## src/rtl/alu_muldiv.sv

```systemverilog
// Iterative multiply/divide unit beside the single-cycle ALU: shift-add multiply and
// restoring divide, one bit per cycle, results land in the HI/LO registers.
module alu_muldiv #(
  parameter int WIDTH = 32
) (
  input  logic             clk,
  input  logic             rst,
  input  logic             start,
  input  logic [1:0]       op,
  input  logic [WIDTH-1:0] a,
  input  logic [WIDTH-1:0] b,
  input  logic             mthi,
  input  logic             mtlo,
  input  logic [WIDTH-1:0] wdata,
  output logic             busy,
  output logic             done,
  output logic             div_by_zero,
  output logic [WIDTH-1:0] hi,
  output logic [WIDTH-1:0] lo
);

  localparam int CW = $clog2(WIDTH + 1);
  localparam logic [1:0] S_IDLE = 2'd0;
  localparam logic [1:0] S_RUN  = 2'd1;
  localparam logic [1:0] S_FIX  = 2'd2;
  localparam logic [CW-1:0]        CNT_INIT = CW'(WIDTH);
  localparam logic [CW-1:0]        CNT_ONE  = 1;
  localparam logic [WIDTH-1:0]     ONE_W    = 1;
  localparam logic [2*WIDTH-1:0]   ONE_2W   = 1;

  logic [1:0]       r_state;
  logic [CW-1:0]    r_cnt;
  logic             r_done, r_dbz;
  logic [WIDTH-1:0] r_hi, r_lo;

  logic             r_op_div, r_sgn_q, r_sgn_r, r_dz;
  logic [WIDTH-1:0] r_a, r_ma, r_ph, r_pl;

  logic [WIDTH:0]     w_sum, w_shr, w_trial;
  logic [2*WIDTH-1:0] w_prod;
  logic [WIDTH-1:0]   w_quo, w_rem;

  function automatic logic [WIDTH-1:0] f_neg_w(input logic [WIDTH-1:0] v, input logic en);
    return en ? (~v + ONE_W) : v;
  endfunction

  function automatic logic [2*WIDTH-1:0] f_neg_2w(input logic [2*WIDTH-1:0] v, input logic en);
    return en ? (~v + ONE_2W) : v;
  endfunction

  // r_ma holds |multiplicand| or |divisor|; r_pl starts as |multiplier| or |dividend|.
  always_comb begin
    w_sum   = {1'b0, r_ph} + (r_pl[0] ? {1'b0, r_ma} : {(WIDTH+1){1'b0}});
    w_shr   = {r_ph, r_pl[WIDTH-1]};
    w_trial = w_shr - {1'b0, r_ma};
    w_prod  = f_neg_2w({r_ph, r_pl}, r_sgn_q);
    w_quo   = f_neg_w(r_pl, r_sgn_q);
    w_rem   = f_neg_w(r_ph, r_sgn_r);
  end

  always_ff @(posedge clk) begin
    if (r_state == S_IDLE && start) begin
      r_op_div <= op[1];
      r_sgn_q  <= op[0] & (a[WIDTH-1] ^ b[WIDTH-1]);
      r_sgn_r  <= op[0] & a[WIDTH-1];
      r_dz     <= op[1] & (b == '0);
      r_a      <= a;
      r_ph     <= '0;
      if (op[1]) begin
        r_ma <= f_neg_w(b, op[0] & b[WIDTH-1]);
        r_pl <= f_neg_w(a, op[0] & a[WIDTH-1]);
      end else begin
        r_ma <= f_neg_w(a, op[0] & a[WIDTH-1]);
        r_pl <= f_neg_w(b, op[0] & b[WIDTH-1]);
      end
    end else if (r_state == S_RUN) begin
      if (!r_op_div) begin
        r_ph <= w_sum[WIDTH:1];
        r_pl <= {w_sum[0], r_pl[WIDTH-1:1]};
      end else if (!w_trial[WIDTH]) begin
        r_ph <= w_trial[WIDTH-1:0];
        r_pl <= {r_pl[WIDTH-2:0], 1'b1};
      end else begin
        r_ph <= w_shr[WIDTH-1:0];
        r_pl <= {r_pl[WIDTH-2:0], 1'b0};
      end
    end
  end

  always_ff @(posedge clk) begin
    if (rst) begin
      r_state <= S_IDLE;
      r_cnt   <= '0;
      r_done  <= 1'b0;
      r_dbz   <= 1'b0;
      r_hi    <= '0;
      r_lo    <= '0;
    end else begin
      r_done <= 1'b0;
      r_dbz  <= 1'b0;
      case (r_state)
        S_IDLE: begin
          if (start) begin
            r_state <= S_RUN;
            r_cnt   <= CNT_INIT;
          end else begin
            if (mthi) r_hi <= wdata;
            if (mtlo) r_lo <= wdata;
          end
        end
        S_RUN: begin
          r_cnt <= r_cnt - CNT_ONE;
          if (r_cnt == CNT_ONE) r_state <= S_FIX;
        end
        S_FIX: begin
          r_state <= S_IDLE;
          r_done  <= 1'b1;
          r_dbz   <= r_dz;
          if (!r_op_div) begin
            {r_hi, r_lo} <= w_prod;
          end else if (r_dz) begin
            // Divide by zero reports the untouched dividend, not its magnitude.
            r_hi <= r_a;
            r_lo <= '1;
          end else begin
            r_hi <= w_rem;
            r_lo <= w_quo;
          end
        end
        default: r_state <= S_IDLE;
      endcase
    end
  end

  assign busy        = (r_state != S_IDLE);
  assign done        = r_done;
  assign div_by_zero = r_dbz;
  assign hi          = r_hi;
  assign lo          = r_lo;

endmodule

```

## config.mk

```make
export PLATFORM = sky130hd
export DESIGN_NAME = alu_muldiv
export DESIGN_NICKNAME = d
export VERILOG_FILES = /design/src/rtl/alu_muldiv.sv
export SDC_FILE = /design/constraint.sdc
export NUM_CORES = 1
export LEC_CHECK = 0
export ABC_AREA = 1
export BUFFER_PORTS_ARGS = -buffer_cell sky130_fd_sc_hd__buf_2
export CORE_ASPECT_RATIO = 1.25
export CORE_UTILIZATION = 50
export DETAILED_ROUTE_END_ITERATION = 10
export PLACE_DENSITY = 0.69
export SLEW_MARGIN = 0
export SYNTH_ARGS = -nofsm -noshare
export SYNTH_HDL_FRONTEND = slang
export SYNTH_SLANG_ARGS = --single-unit
```

## constraint.sdc

```tcl
create_clock -name clk -period 6 [get_ports clk]
set_input_delay 1.2 -clock clk [delete_from_list [all_inputs] [get_ports clk]]
set_output_delay 1.2 -clock clk [all_outputs]
set_load 0.02 [all_outputs]
```

==> summary.txt <==
Floorplanning
  • Core Area: 0.0394 mm2
  • Die area: 0.0410 mm2
  • Die W: 181 um
  • Starting density of the core: 0.510
  • Row count: 81
  • I/O pin cnt: 170
  • Die Y: 226 um

Worst hold path
  • Hold Path Class: reg -> reg

Placed design
  • Place WS: 1730 ps
  • Dpl hpwl: 71500 um
  • Gp weighted congestion: 1.08
  • DP Area: 0.0212 mm2
  • IO buf count: 169

GRT
  • First-pass GRT wire length: 135000 um
  • Congestion Overflow GR: 0
  • GRT Total Usage: 0.442
  • Vias in the first global route: 22500
  • Largest net degree at the start of global routing: 83
  • Initial antenna violation count: 5

Routing
  • Starting DRC count in detailed routing: 2803
  • Total Wirelength: 91900 um
  • DRC: 0
  • Routed WL per cell: 22.4 um
  • Antenna violation net count after detailed routing: 0
  • Number of detailed-route iterations in the first pass: 6
  • Via density: 5.91
  • Via count: 24200

Synth
  • Sequential cell area fraction in the yosys report: 0.255
  • Synth Register Bits: 206
  • Mapped Avg Cell Area: 5.75 um2
  • Netlist cell types: 52
  • Main synth FF type: dfxtp_1
  • Synthesized instance count: 3497
  • Yosys warns: 0
  • Syn Nets: 3672
  • Post-synthesis cell area: 0.0201 mm2
  • FFs w/ async S/R, synth: 0
  • Post-synth EDFFs: 100

Setup path
  • CP Launch Type: flip-flop
  • Worst Path Required: 6400 ps
  • Ordered cell list for the critical path: nor2_1 > nand2_2 > o211ai_1 > clkinv_1 > o21ai_0 > a21oi_1
  • WP data arrival: 4310 ps
  • CP max stage delay: 1210 ps
  • CP delay by family, top: compound AO/OA/AOI/OAI gates
  • Slowest library cell on the worst path: clkinv_1
  • Critical path peak fanout: 54
  • Crit path buffers/inverters: 1
  • Critical Setup Path Class: reg -> reg
  • CP endpoint kind: flip-flop

Cells and area
  • Finished Cell Area: 0.0221 mm2
  • Layout area overhead: 9.75%
  • Total Nets Final: 3762
  • Share of cells above drive strength 1: 0.0827

CTS
  • Hold-fix buffers, CTS: 0
  • Clock sinks: 206
  • CTS Root Cell: clkbuf_16
  • # resized after CTS: 0
  • Buffer count from post-CTS setup fixing: 0
  • CTS tree: yes
  • Clk buf depth: 3
  • H-tree lvl count: 1
  • Num CTS Buffers: 23
  • Clk Latency, worst-skew pair: 550 ps
  • Worst-path clk slew: 60 ps

STA
  • Fin crit share: 0.652
  • Setup TNS: 0 ps
  • Max-Slew Margin vs Limit: 0.196
  • # setup viols final: 0
  • Pins Over Slew Limit: 0
  • Hold Fails Final Rpt: 0
  • Actual slew at the worst max-slew pin: 1200 ps
  • Fmax: 256 MHz
  • Final min period: 3910 ps
  • PnR worst setup slack: 2090 ps
  • Clk_skew: 10.2 ps
  • RSZ-0062 raised after global routing: no

Outcome
  • Status: completed

Flow run
  • Max cap viols: 0

Power and ir drop
  • Pwr Density: 299 mW/mm2
  • Worst VDD drop: 0.198 mV
  • Leakage: 11.5 nW
[cell type report]
class,instances,area [um2]
clock buffer,28,634
fill,4138,17400
inverter,534,2010
timing repair buffer,189,996
clock inverter,13,190
multi-input combinational,2633,12500
antenna,1,2.50
tap,498,623
sequential,206,5120
[cell families after synthesis]
family	count (synthesis)	share of synthesized area
buffers and inverters	658	0.125
DFF	206	0.255
AOI/OAI and AO/OA	587	0.155
xor gates and xnor gates	68	0.0296
adders and majority gates	72	0.0455
and+or+nand+nor	1905	0.390
muxes	1	0.000498
[routing by layer]
metal	share of wire	routed length, um	GRT usage	vias up
met3	0.094	8660	0.0831	467
met2	0.45	41700	0.730	1422
li1	-	-	-	11300
met4	0.10	9630	0.397	8
met1	0.35	31900	0.486	11000
met5	0.00058	53	0	-
[layout by cell type (no fill, tap or decap), drive strengths merged, types with 4 or more instances in the layout]
master  count
nand2    1127
inv       537
nor2      431
o21ai     285
nand3     252
a21oi     238
buf       189
dfxtp     106
edfxtp    100
ha         70
xor2       61
nand4      40
nor3       28
clkbuf     28
o211ai     20
a31oi      19
nand3b     10
xnor2       7
or2         7
o21bai      6
o22ai       5
and2        5
clkinv      5
nor4        4
[flip-flops by register name, summed over array words and instances (netlist names)]
signal and count:
r_state 2, done 1, r_sgn_q 1, div_by_zero 1, lo 32, r_ph 32, r_op_div 1, r_pl 32
hi 32, r_sgn_r 1, r_cnt 6, r_dz 1, r_ma 32, r_a 32
[worst paths after layout]
kind | startpoint | end | slack, ps | cells past startpoint
setup reg to reg | r_state[1] | lo[23] | 2090 | 6
hold / removal | r_cnt[5] | r_cnt[5] | 500 | 1
hold reg to reg | r_cnt[5] | r_cnt[5] | 500 | 1
setup / recovery | r_state[1] | lo[23] | 2090 | 6
[where the power goes]
group / internal, mW / total (mW) / switching [mW]
clock network: 0.900 / 1.56 / 0.659
logic: 0.855 / 2.99 / 2.14
registers: 1.68 / 2.04 / 0.365
[per-stage QoR]
step	util	cells	hold WS, ps	power, mW
2_1_floorplan	-	3497	443	3.82
5_1_grt	0.560	4101	515	6.89
4_1_cts	0.560	4101	487	6.44
3_5_place_dp	0.539	4060	472	4.90
6_report	0.560	4102	497	6.59
3_3_place_gp	0.539	4060	462	4.86
[synth_stat cells (8+ instances only)]
cell / n / share of area
nand2_1: 1108 / 0.21
inv_1: 517 / 0.097
nor2_1: 419 / 0.078
o21ai_0: 269 / 0.067
nand3_1: 250 / 0.062
a21oi_1: 231 / 0.057
dfxtp_1: 106 / 0.11
edfxtp_1: 100 / 0.15
clkbuf_1: 91 / 0.017
ha_1: 70 / 0.044
xor2_1: 61 / 0.027
nand4_1: 40 / 0.012
nor3_1: 27 / 0.0067
o211ai_1: 20 / 0.0075
a31oi_1: 19 / 0.0059
buf_1: 17 / 0.0032
inv_2: 15 / 0.0028
o21ai_1: 15 / 0.0037
nand2_2: 12 / 0.0037
buf_2: 11 / 0.0027
nand3b_1: 10 / 0.0037
nor2_2: 8 / 0.0025
No activity file was read; power rests on OpenSTA's default activity.
